==> config.mk <==
export PLATFORM = sky130hd
export DESIGN_NAME = tqvp_spi_target
export DESIGN_NICKNAME = d
export VERILOG_FILES = /design/src/rtl/tqvp_spi_pkg.sv /design/src/rtl/tqvp_sync2.sv /design/src/rtl/tqvp_spi_target.sv
export SDC_FILE = /design/constraint.sdc
export NUM_CORES = 1
export LEC_CHECK = 0
export CAP_MARGIN = 10
export CORE_MARGIN = 5
export CORE_UTILIZATION = 30
export CTS_BUF_LIST = sky130_fd_sc_hd__clkbuf_16
export DETAILED_ROUTE_END_ITERATION = 16
export HOLD_SLACK_MARGIN = 0.1
export PLACE_DENSITY_LB_ADDON = 0.25
export SETUP_SLACK_MARGIN = 0.5
export SYNTH_ARGS = -nofsm -noshare
export SYNTH_HDL_FRONTEND = slang
export SYNTH_HIERARCHICAL = 1
export SYNTH_SLANG_ARGS = --single-unit
==> constraint.sdc <==
create_clock -name clk -period 5 [get_ports clk]
set_input_delay 0.5 -clock clk [delete_from_list [all_inputs] [get_ports clk]]
set_output_delay 0.5 -clock clk [all_outputs]
set_load 0.01 [all_outputs]
==> src/rtl/tqvp_spi_pkg.sv <==
// Shared definitions for the TinyQV SPI target peripheral:
// register addresses, status bit positions, pin positions and FSM states.
package tqvp_spi_pkg;

    localparam logic [3:0] ADDR_STATUS = 4'd0;
    localparam logic [3:0] ADDR_TXDATA = 4'd1;
    localparam logic [3:0] ADDR_RXDATA = 4'd2;

    localparam int STAT_RX_VALID   = 0;
    localparam int STAT_TX_PENDING = 1;
    localparam int STAT_OVERRUN    = 2;
    localparam int STAT_CS_ACTIVE  = 3;

    localparam int PIN_SCLK = 0;
    localparam int PIN_CS_N = 1;
    localparam int PIN_MOSI = 2;
    localparam int PIN_MISO = 3;

    typedef enum logic [1:0] {
        ST_WAIT_DESEL = 2'd0,
        ST_IDLE       = 2'd1,
        ST_ACTIVE     = 2'd2
    } spi_state_e;

endpackage

==> src/rtl/tqvp_sync2.sv <==
// Two-flop synchronizer for one asynchronous input pin.
// RESET_VAL sets the value both flops take while rst_n is low.
module tqvp_sync2 #(
    parameter logic RESET_VAL = 1'b0
) (
    input  logic clk,
    input  logic rst_n,
    input  logic i_d,
    output logic o_q
);

    logic r_meta;
    logic r_sync;

    always_ff @(posedge clk or negedge rst_n) begin
        if (!rst_n) begin
            r_meta <= RESET_VAL;
            r_sync <= RESET_VAL;
        end else begin
            r_meta <= i_d;
            r_sync <= r_meta;
        end
    end

    assign o_q = r_sync;

endmodule

==> src/rtl/tqvp_spi_target.sv <==
// SPI mode-0 target, MSB first, 8-bit frames, exposed to the TinyQV CPU
// through a small byte-wide register file (status, TX byte, RX byte).
module tqvp_spi_target
    import tqvp_spi_pkg::*;
#(
    parameter logic [7:0] TX_DEFAULT = 8'hFF
) (
    input  logic       clk,
    input  logic       rst_n,
    input  logic [7:0] ui_in,
    output logic [7:0] uo_out,
    input  logic [3:0] address,
    input  logic       data_write,
    input  logic [7:0] data_in,
    output logic [7:0] data_out
);

    logic       w_sclk, w_csn, w_mosi;
    logic       r_sclk_d, r_csn_d;
    logic [1:0] r_settle;
    spi_state_e r_state, w_next_state;
    logic [2:0] r_bit_cnt;
    logic [7:0] r_rx_shift, r_tx_shift;
    logic [7:0] r_rx_data, r_tx_data;
    logic       r_rx_valid, r_tx_pending, r_overrun;
    logic       w_unused;

    tqvp_sync2 #(.RESET_VAL(1'b0)) u_sync_sclk (.clk(clk), .rst_n(rst_n), .i_d(ui_in[PIN_SCLK]), .o_q(w_sclk));
    tqvp_sync2 #(.RESET_VAL(1'b1)) u_sync_csn  (.clk(clk), .rst_n(rst_n), .i_d(ui_in[PIN_CS_N]), .o_q(w_csn));
    tqvp_sync2 #(.RESET_VAL(1'b0)) u_sync_mosi (.clk(clk), .rst_n(rst_n), .i_d(ui_in[PIN_MOSI]), .o_q(w_mosi));

    assign w_unused = &{1'b0, ui_in[7:3]};

    logic w_active, w_cs_rise, w_cs_fall, w_sclk_rise, w_sclk_fall;
    logic w_load_idle, w_reload, w_byte_done, w_wr_status, w_wr_tx;
    logic [7:0] w_tx_next;

    // A CS_N rising edge in ACTIVE masks any SCLK edge seen in the same clk.
    assign w_active    = (r_state == ST_ACTIVE);
    assign w_cs_rise   = w_csn & ~r_csn_d;
    assign w_cs_fall   = ~w_csn & r_csn_d;
    assign w_sclk_rise = w_active & ~w_cs_rise & w_sclk & ~r_sclk_d;
    assign w_sclk_fall = w_active & ~w_cs_rise & ~w_sclk & r_sclk_d;
    assign w_load_idle = (r_state == ST_IDLE) & w_cs_fall;
    assign w_reload    = w_load_idle | (w_sclk_fall & (r_bit_cnt == 3'd0));
    assign w_byte_done = w_sclk_rise & (r_bit_cnt == 3'd7);
    assign w_wr_status = data_write & (address == ADDR_STATUS);
    assign w_wr_tx     = data_write & (address == ADDR_TXDATA);
    assign w_tx_next   = r_tx_pending ? r_tx_data : TX_DEFAULT;

    // r_settle keeps WAIT_DESEL from trusting the synchronizer reset value of CS_N.
    always_ff @(posedge clk or negedge rst_n) begin
        if (!rst_n) begin
            r_sclk_d <= 1'b0;
            r_csn_d  <= 1'b1;
            r_settle <= 2'd0;
            r_state  <= ST_WAIT_DESEL;
        end else begin
            r_sclk_d <= w_sclk;
            r_csn_d  <= w_csn;
            if (r_settle != 2'd3) r_settle <= r_settle + 2'd1;
            r_state  <= w_next_state;
        end
    end

    always_comb begin
        w_next_state = r_state;
        unique case (r_state)
            ST_WAIT_DESEL: if (r_settle == 2'd3 && w_csn) w_next_state = ST_IDLE;
            ST_IDLE:       if (w_cs_fall) w_next_state = ST_ACTIVE;
            ST_ACTIVE:     if (w_cs_rise) w_next_state = ST_IDLE;
            default:       w_next_state = ST_WAIT_DESEL;
        endcase
    end

    always_ff @(posedge clk or negedge rst_n) begin
        if (!rst_n) begin
            r_bit_cnt  <= 3'd0;
            r_rx_shift <= 8'h00;
            r_tx_shift <= 8'h00;
        end else begin
            if (w_load_idle)      r_bit_cnt <= 3'd0;
            else if (w_sclk_rise) r_bit_cnt <= r_bit_cnt + 3'd1;
            if (w_sclk_rise) r_rx_shift <= {r_rx_shift[6:0], w_mosi};
            if (w_reload)         r_tx_shift <= w_tx_next;
            else if (w_sclk_fall) r_tx_shift <= {r_tx_shift[6:0], 1'b0};
        end
    end

    // Later assignments win: a CPU write re-queues, and a completing byte beats a clear.
    always_ff @(posedge clk or negedge rst_n) begin
        if (!rst_n) begin
            r_tx_data    <= 8'h00;
            r_tx_pending <= 1'b0;
            r_rx_data    <= 8'h00;
            r_rx_valid   <= 1'b0;
            r_overrun    <= 1'b0;
        end else begin
            if (w_wr_tx) r_tx_data <= data_in;
            if (w_reload) r_tx_pending <= 1'b0;
            if (w_wr_tx)  r_tx_pending <= 1'b1;
            if (w_wr_status && data_in[0]) r_rx_valid <= 1'b0;
            if (w_wr_status && data_in[1]) r_overrun  <= 1'b0;
            if (w_byte_done) begin
                r_rx_data  <= {r_rx_shift[6:0], w_mosi};
                r_rx_valid <= 1'b1;
                if (r_rx_valid) r_overrun <= 1'b1;
            end
        end
    end

    always_comb begin
        uo_out           = 8'h00;
        uo_out[PIN_MISO] = w_active & r_tx_shift[7];
    end

    always_comb begin
        data_out = 8'h00;
        case (address)
            ADDR_STATUS: begin
                data_out[STAT_RX_VALID]   = r_rx_valid;
                data_out[STAT_TX_PENDING] = r_tx_pending;
                data_out[STAT_OVERRUN]    = r_overrun;
                data_out[STAT_CS_ACTIVE]  = w_active;
            end
            ADDR_TXDATA: data_out = r_tx_data;
            ADDR_RXDATA: data_out = r_rx_data;
            default:     data_out = 8'h00;
        endcase
    end

endmodule
---- After elaboration in Yosys (flattened, before gate mapping) ----
Cells that the tools add are included.
operators by class
  $add $sub $neg .......................... 2
  eq/ne operators ......................... 10
  mux-type cells .......................... 18
  bitwise operators ....................... 19
  reductions and logical operators ........ 11
operator list
  cell                                                              number
  8-bit two-way mux                                                 3
  1-bit AND                                                         13
  4-bit one-hot mux with 3 select lines                             1
  4-bit one-hot mux with 2 select lines                             1
  2-bit nonzero test                                                4
  1-bit two-way mux                                                 7
  2-bit two-way mux                                                 3
  3-bit two-way mux                                                 2
  2-bit != test (second input constant)                             3
  2-bit one-hot mux with 3 select lines                             1
  1-bit inverter                                                    5
  2-bit == test (second input constant)                             2
  4-bit by 1-bit == test with 1-bit output (second input constant)  1
  4-bit by 2-bit == test with 1-bit output (second input constant)  1
  4-bit zero test                                                   1
  3-bit by 1-bit adder with 3-bit output (second input constant)    1
  3-bit == test (second input constant)                             1
  1-bit logical AND                                                 3
  3-bit zero test                                                   1
  3-bit AND reduction                                               1
  2-bit by 1-bit adder with 2-bit output (second input constant)    1
  2-bit by 1-bit == test with 1-bit output (second input constant)  1
  2-bit zero test                                                   1
  2-bit by 1-bit != test with 1-bit output (second input constant)  1
  1-bit bitwise OR                                                  1
storage, ports and cells
  flip-flop bits (word level) ............. 49
  input port bits ......................... 23
  logic and storage cells ................. 78

---- Logic depth before layout (Yosys ltp) ----
Gate-level depths: netlist of run 1.
  word-level depth ........................ 10
  mapped depth ............................ 6
  depth with buffers taken out ............ 6

---- Cells and area by module ----
Netlist of run 1, hierarchy kept.
by module, submodules not included
  module                        times used  cells each  area each (sq um)
  tqvp_spi_target               1           175         2139.6
  tqvp_sync2 (u_sync_mosi ...)  2           2           50.0
  tqvp_sync2 (u_sync_csn)       1           2           52.6

---- Worst setup path before layout of run 1 ----
No wires, ideal clock.
  path kind ............................... input-to-output
  from .................................... input port address[1]
  to ...................................... output port data_out[4]
  data arrival time ....................... 1.283 ns
  data required time ...................... 4.500 ns
  slack ................................... 3.217 ns
  stages .................................. 4
  cells stage by stage .................... clkbuf_1 nor2b_1 a22oi_1 nor2_1
on the way
  word-level cells in the longest chain between the ends .. 2
  elaborated cells on any way between the ends .. 3
RTL lines
  what                                                                                                         RTL line                source
  start: declaration                                                                                           tqvp_spi_target.sv:12   input logic [3:0] address,
  4-bit by 2-bit == test with 1-bit output / 4-bit by 1-bit == test with 1-bit output (equally long branches)  tqvp_spi_target.sv:119  case (address)
  4-bit one-hot mux with 2 select lines *                                                                      tqvp_spi_target.sv:119
  end: declaration                                                                                             tqvp_spi_target.sv:15   output logic [7:0] data_out
Every way passes the cells marked *; elsewhere a longest branch is shown, timed or not.

---- Worst setup path in the final report of run 1 ----
  from .................................... input port address[1]
  to ...................................... output port data_out[6]
The elaborated chain is that of the path after synthesis.

==> results of run 1 <==
synthesized netlist by cell type, drive strengths merged (2+ instances only):
cell    number
a21oi        5
and4bb       2
dfrtp       46
nand2        9
ha           4
buf         12
mux2i        5
nand2b       7
nor2b        6
a22oi        4
dfstp        3
inv          5
mux2        38
o31ai        2
nand4        2
nor2        15
state kept, by name, summed over array words and instances (netlist names), 2 cells and up:
signal and count:
r_bit_cnt 3, r_rx_data 8, r_rx_shift 7, r_settle 2, r_state 2, r_tx_data 8, r_tx_shift 8
per-stage QoR:
step / setup WS (ps) / cells
after floorplan: 3220 / 187
after global placement: 1890 / 300
after detailed placement: 1880 / 300
after CTS: 1880 / 308
after global routing: 1740 / 308
final: 1910 / 308
power by group:
| part | total (uW) | internal, uW | switching [uW] |
|---|---|---|---|
| Sequential | 500 | 458 | 41.8 |
| Combinational | 150 | 90.2 | 59.9 |
| Clock | 331 | 185 | 145 |
| Total | 981 | 733 | 247 |
area by class of cell:
cell class,instances,area [um^2],area share
clock inverters,3,20.0,0.00728
clock buffers,5,125,0.0455
repair buffers,27,263,0.0955
inverters,5,18.8,0.00682
well taps,99,124,0.0450
multi-input cells,120,971,0.353
flip-flops and latches,49,1230,0.447
how the worst min path moves through the flow:
stage | from | end | slack (ps) | cells past startpoint
4_1_cts | rst_n | r_rx_shift[4] | 340 | 2
3_3_place_gp | u_sync_mosi/r_meta | u_sync_mosi/o_q | 330 | 0
3_5_place_dp | u_sync_sclk/r_meta | u_sync_sclk/o_q | 330 | 0
5_1_grt | u_sync_sclk/r_meta | u_sync_sclk/o_q | 360 | 0
6_report | rst_n | r_rx_data[7] | 320 | 2
2_1_floorplan | rst_n | r_bit_cnt[0] | 200 | 0
metal layers:
layer,vias up,routed length (um),global-route usage
met4,0,68,0.0458
met3,7,147,0.0208
met1,663,1990,0.119
met2,28,1950,0.148
li1,673,-,-
met5,-,0,0
logic make-up (layout without fill, tap and decap cells):
group / after synthesis / after routing
AND/OR/NAND/NOR: 47 / 47
AO/OA/AOI/OAI: 18 / 18
multiplexers: 43 / 43
XOR/XNOR: 1 / 1
other: 1 / 7
adder cells (fa/ha/maj): 4 / 4
flip-flops: 49 / 49
buffers and inverters: 18 / 40
layout by cell type (no fill, tap or decap), types with 2 or more instances in the layout:
cell / instances
mux2_1: 6
clkdlybuf4s50_1: 25
ha_1: 4
mux2i_1: 5
nand2b_1: 7
conb_1: 7
clkbuf_16: 5
inv_1: 5
a22oi_1: 4
o31ai_1: 2
dfstp_2: 3
nor2_1: 15
nor2b_1: 5
nand2_1: 8
dfrtp_1: 46
a21oi_1: 4
mux2_2: 32
nand4_1: 2
==> flow_results.org, run 1 <==
** Place
- In this run the tool buffered the top-level ports with 26 buffer cells.
- Detailed placement ended at an HPWL of between 3 and 4 mm.
- In this run the cell area measured after placement is roughly 0.0026 mm^2.
- Routability congestion estimate from global placement :: between 0.6 and 0.7

** Power and ir drop
- Maximum VDD drop :: about 0.00014 V
- Dividing total power by cell area gives a power density of about 360 mW/mm^2.
- For this design the static power due to leakage is approximately 0.0012 uW.
- After layout, the design draws a total of about 980 uW.

** Critical path
- Worst setup EP type :: primary output
- In this run the number of cells on the critical path is 5.
- Setup crit start kind :: primary input
- The critical path in this run is classified as primary input to primary output.
- Data arrives at the worst endpoint at ~2600 ps.
- Tracing the worst setup path back leads to its startpoint at address[1].
- In this design, the critical path's most frequently occurring cell is clkdlybuf4s50_1.
- Data on the critical path is required at its endpoint by roughly 4500 ps.
- The number of cells on the worst reg-to-reg path is 4.
- R2r startpoint :: r_csn_d
- The worst register-to-register path ends at r_rx_data[4].
- CP top delay family :: buffers and inverters
- Cell with the largest stage delay on the worst path :: clkdlybuf4s50_1
- The setup check on the worst reg-to-reg path leaves a slack of ~3100 ps.
- Worst path bufs/invs :: 2
- In this run the worst path has a maximum fanout of 9.
- End point of the critical path :: data_out[6]
- Largest incremental delay on the critical path :: 610 ps
- Traced cell by cell, the critical path runs through clkdlybuf4s50_1 -> nor2b_1 -> a22oi_1 -> nor2_1 -> clkdlybuf4s50_1.

** Detailed routing
- The detail route stage leaves a number of antenna-violating nets equal to 0.
- DRC violation count after routing :: 0
- Wire per inst :: between 10 and 15 um
- Mean number of vias per cell :: between 4 and 5
- In this run, the number of DRC markers left after iteration 0 of detailed routing was 44.
- Vias after detailed routing :: between 1000 and 1500
- Count of TritonRoute iterations in the first routing pass :: 4
- Routed Wire Length :: slightly above 4 mm

** STA
- Unrepaired setup endpoints after global routing :: false
- Fmax :: around 320 MHz
- Hold slack final :: 318 ps
- The worst pin sits at a relative slew slack of 0.556.
- Setup violations remaining at the end of the flow were counted as 0.
- Setup skew after layout :: ~6.9 ps
- The number of hold-slack violations in the final timing report came to 0.
- Max-slew violation count :: 0
- Worst-margin pin slew :: 666 ps
- Dividing the final minimum period by the clock period gives 0.619.
- Adding up every negative setup slack in the final design gives 0 ps.
- Clock period minus final worst setup slack :: approximately 3100 ps

** CTS
- TritonCTS clock tree :: done
- CTS Hold Bufs :: 0
- Clock latency reported for the late side of the worst-skew pair :: between 200 and 300 ps
- In this run, CTS created clock tree buffers numbering 5.
- Clock net sink count :: between 40 and 50
- The number of setup buffers added after CTS is 0.
- In this run the number of H-tree levels came out at 2.
- Clock-pin transition on the worst setup and hold timing paths :: 70 ps
- CTS Root Cell :: clkbuf_16
- Post-cts repair resize count :: 0
- The clock passes through at most 2 buffers.

** Die
- Number of top-level pins :: 39
- Number of rows created at floorplan :: 31
- Starting density of the core :: 0.313
- DIE HEIGHT :: 97.4 um
- In this run the horizontal extent of the chip is ~97 um.
- Full die area :: 0.00949 mm^2
- Core area :: about 0.0073 mm^2

** Yosys
- Dividing the synthesized area by the synthesized cell count gives approximately 13 um^2.
- Of the post-synthesis cell area, the part taken by muxes is 0.209.
- The share of synthesized area in the top cell type comes to 0.502.
- Ranked by total cell area, the synthesized netlist is headed by dfrtp_1, mux2_2, dfstp_2.
- Synthesis handed over a netlist of approximately 180 instances.
- Post-Synth XOR/XNOR Area :: 0.00382
- For this run, the leading register cell type out of synthesis is dfrtp_1.
- After synthesis, the largest family of logic cells by area is multiplexers.
- Of the total synthesized cell area, the portion taken by full adders, half adders and majority gates is 0.0218.
- Fraction of the yosys area taken by sequential cells :: 0.537
- Area fraction in compound gates after synthesis :: 0.0584
- In this run, distinct cell masters in the synthesized netlist total 40.
- The biggest area contributor in the post-synthesis netlist is dfrtp_1.
- Number of enable-type register cells in the synthesized netlist :: 0
- Of the total synthesized cell area, the portion taken by AND, OR, NAND and NOR gates is 0.120.
- Warning count from the yosys run :: 6
- Register bit total from synthesis :: 49
- Proportion of register bits with asynchronous set or reset after synthesis :: 1.00
- Cell area after synthesis :: between 0.002 and 0.0025 mm^2

** Global routing
- Number of antenna violations at the first check in global routing :: 0
- Global routing finished with a remaining overflow of 0.
- Largest net degree at the start of global routing :: 50
- Vias in the first global route :: around 1400
- For this run, the total global-route usage over all layers was measured as 0.0930.
- The first global-routing pass estimated 7.02 mm of wire.

** Cells and area
- For this run, the share of the core covered by cells in the final layout is 0.375.
- With fillers left out, the area of the finished cells amounts to ~0.0028 mm^2.
- Final nets :: ~240
- Of the cells placed in the final design, the portion with a size suffix greater than 1 is 0.239.
- Growth of design area from synthesis to finish :: 20.0%
- Antenna diodes :: 0
- The filler cells instantiated in the layout total 713.

** Outcome
- Status :: finished, final reports clean

** Worst hold path
- The worst hold path belongs to the class primary input to asynchronous set/reset pin.

** Job
- Max-capacitance violation count :: 0
(Power assumes the default switching activity.)
==> run 2, diff against run 1 <==
Clock period 5 ns to 2.6 ns, I/O delays scaled along.
==> flow_results.org, run 2 (synthesis results as in run 1) <==
** Outcome
- Status :: finished, final reports clean

** STA
- The smallest clock period supported by the final layout is computed as 2060 ps.
- Derived from the worst setup path, the maximum achievable clock frequency is 485 MHz.
- Count of endpoints failing hold in the final timing report :: 0 (unchanged)
- The final-report max-slew violation count was 0 (unchanged).
- Setup repair after global routing left no endpoint under its margin.
- The final number of setup-violating endpoints is 0 (unchanged).
- Total Negative Setup Slacks :: 0 ps (unchanged)
- The minimum hold slack came to 349 ps (+30.8 ps).
- Of the available clock period, the critical path in the final layout requires 0.792.
- The largest clock skew in the final design was 2.81 ps (-4.04 ps).

** CTS
- Number of buffers on the longest clock path :: 2 (unchanged)
- CTS placed an instance of clkbuf_16 at the clock tree root.
- The number of CTS-inserted buffers came to 5 (unchanged).
- Maximum level of the CTS H-tree :: 2 (unchanged)
- TritonCTS clock tree :: done
- Clock latency reported for the late side of the worst-skew pair :: 280 ps (about the same)
- Clock net sink count :: 49 (unchanged)
- The clock input transition at the sequential cells of the worst setup and hold paths came to 60 ps (about the same).

** Power and ir drop
- Combinational cell fraction of total power :: 0.162 (+0.009)
- Overall power after layout :: 1880 uW (+91%)
- Sequential share of power :: 0.515 (+0.005)
- Maximum VDD drop :: 0.000348 V (+150%)
- The switching share of power came to 0.246 (-0.00593).
- Power per unit of standard cell area :: 666 mW/mm^2 (+87%)
- The total leakage power was 0.00125 uW (+5.7%).
- The design internal power is 1410 uW (+93%).
- The share of power burned in the clock network was 0.323 (-0.014).
- Net switching power figure :: 462 uW (+87%)

** Detailed routing
- Count of TritonRoute iterations in the first routing pass :: 4 (unchanged)
- Vias after detailed routing :: 1423 (+3.8%)
- The post-detailed-route via-to-cell ratio came to 4.50 (+1.2%).
- The routed length per placed instance is 13.9 um (+2.8%).
- The number of nets with antenna violations after routing is 0 (unchanged).
- Number of DRC markers in iteration 0 :: 44 (unchanged)
- Routed Wire Length :: 4.38 mm (+5.5%)
- DRC violation count after routing :: 0 (unchanged)

** Cells and area
- In the layout the commonest cells are dfrtp_1, mux2_2, clkdlybuf4s50_1, nor2_1.
- The count of fill cells added during filler insertion is 700 (-1.8%).
- Final cell area excluding filler cells :: 0.00282 mm^2 (+2.4%)
- Final cell count without fillers :: 316 (+2.6%)
- Most common library cell in the layout ignoring fill and taps :: dfrtp_1
- The share of cells above drive strength 1 is 0.281 (+0.0419).
- The number of nets at the end of the flow was 243 (+3.4%).
- From synthesis to final layout, the design area changed by 22.9%.
- Biggest regs :: r_rx_data: 8 flops, r_tx_data: 8 flops, r_tx_shift: 8 flops
- Antenna diodes :: 0 (unchanged)

** Critical path
- Worst path bufs/invs :: 2 (unchanged)
- Worst setup EP type :: primary output
- The reg-to-reg setup timing slack was 680 ps (-2380 ps).
- Crit path arrival time :: 1800 ps (-790 ps)
- R2r startpoint :: u_sync_csn/o_q
- Critical path's most frequent cell :: clkdlybuf4s50_1
- The cell count along the critical path was 4 (-1).
- FF-to-FF End :: r_tx_shift[5]
- Setup crit start kind :: primary input
- CP top delay family :: buffers and inverters
- The number of cells on the worst reg-to-reg path came to 4 (unchanged).
- The largest stage delay on the critical path was 560 ps (-50 ps).
- Critical path startpoint :: address[3]
- The worst setup path is of the primary input to primary output kind.
- Cell with the largest stage delay on the worst path :: clkdlybuf4s50_1
- The signal on the critical path passes through clkdlybuf4s50_1 -> or2_2 -> nor2_1 -> clkdlybuf4s50_1.
- Worst endpoint required time :: 2340 ps (-2160 ps)
- The highest net fanout along the worst path is 8 (-1).

** Worst hold path
- Min-delay src :: u_sync_sclk/r_meta
- The worst hold path terminates at u_sync_sclk/o_q.
- The path class of the tightest hold or removal check is register to register.
- The worst hold path was traced through 0 stages.

** Die
- The area of the core is 0.00733 mm^2 (unchanged).
- Die X :: 97.4 um (unchanged)
- DIE HEIGHT :: 97.4 um (unchanged)
- Starting density of the core :: 0.313 (unchanged)
- The I/O pin count was 39 (unchanged).
- Full die area :: 0.00949 mm^2 (unchanged)
- Number of rows created at floorplan :: 31 (unchanged)

** Job
- The number of maximum-capacitance constraint violations came to 0 (unchanged).

** Place
- Number of buffers added on ports :: 26 (unchanged)
- The final weighted congestion in routability-driven placement is 0.695 (+2.4%).
- The HPWL after detailed placement is 3.23 mm (+5.4%).
- The cell area reported after detailed placement is 0.00264 mm^2 (+1.2%).
- Placed cells :: 304 (+1.3%)

** Global routing
- Largest net degree at the start of global routing :: 30 (-40%)
- The number of global-route vias before repair was 1453 (+3.3%).
- The overall global routing resource usage was 0.0985 (+0.00553).
- The wire length of the first global-routing pass was 7.38 mm (+5.1%).
- Overflow left after global routing :: 0 (unchanged)
- Number of antenna violations at the first check in global routing :: 0 (unchanged)
-- run 2: changes by cell type in the layout (fill, tap and decap cells not counted), sizes merged --
| cell | previous run | this run |
|---|---|---|
| clkinvlp | 1 | 0 |
| buf | 2 | 9 |
| clkdlybuf4s50 | 25 | 22 |
| dlymetal6s2s | 0 | 1 |
| clkinv | 1 | 2 |
| dlygate4sd3 | 0 | 1 |
| dlygate4sd2 | 0 | 1 |
| clkdlybuf4s15 | 0 | 1 |
-- run 2: cell type report --
class,count,area (um^2),share of cell area
Timing Repair Buffer,35,327,0.116
Sequential cell,49,1230,0.438
Tap cell,99,124,0.0440
Clock buffer,5,125,0.0444
Clock inverter,3,13.8,0.00489
Multi-Input combinational cell,120,976,0.347
Inverter,5,18.8,0.00666
-- run 2: repair_timing --
item	in CTS	in global routing
hold buffers	1	0
setup buffers	1	2
pin swaps	0	0
gates resized for setup	3	5
endpoints found under the hold margin	20	0
endpoints found under the setup margin	8	6
-- run 2: how the worst max path moves through the flow --
stage                     to
5_1_grt          data_out[4]
4_1_cts          data_out[5]
3_3_place_gp     data_out[5]
2_1_floorplan  r_tx_shift[2]
6_report         data_out[4]
3_5_place_dp     data_out[5]
-- run 2: worst register-to-register path, cell delays in order, from the launching register on --
cell and delay, ps:
dfstp_2 580, and4bb_1 290, a21oi_4 310, mux2_1 360, mux2_2 270
-- run 2: layer usage --
metal / share of wire / GRT usage / up-vias
li1: - / - / 686
met1: 0.47 / 0.124 / 712
met2: 0.48 / 0.156 / 23
met3: 0.038 / 0.0337 / 2
met4: 0.013 / 0.0383 / 0
met5: 0 / 0 / -
-- run 2: through the flow --
step,setup WS [ps],util
detailed placement,311,0.360
finish,540,0.384
global placement,302,0.360
CTS,512,0.381
floorplan,836,-
global route,501,0.384
-- run 2: power by group through the flow --
stage	logic (uW)	registers, uW	clock network, uW
detailed placement	301	977	0
floorplan	223	947	0
finish	304	966	607
global placement	293	975	0
CTS	305	965	633
global route	339	983	668
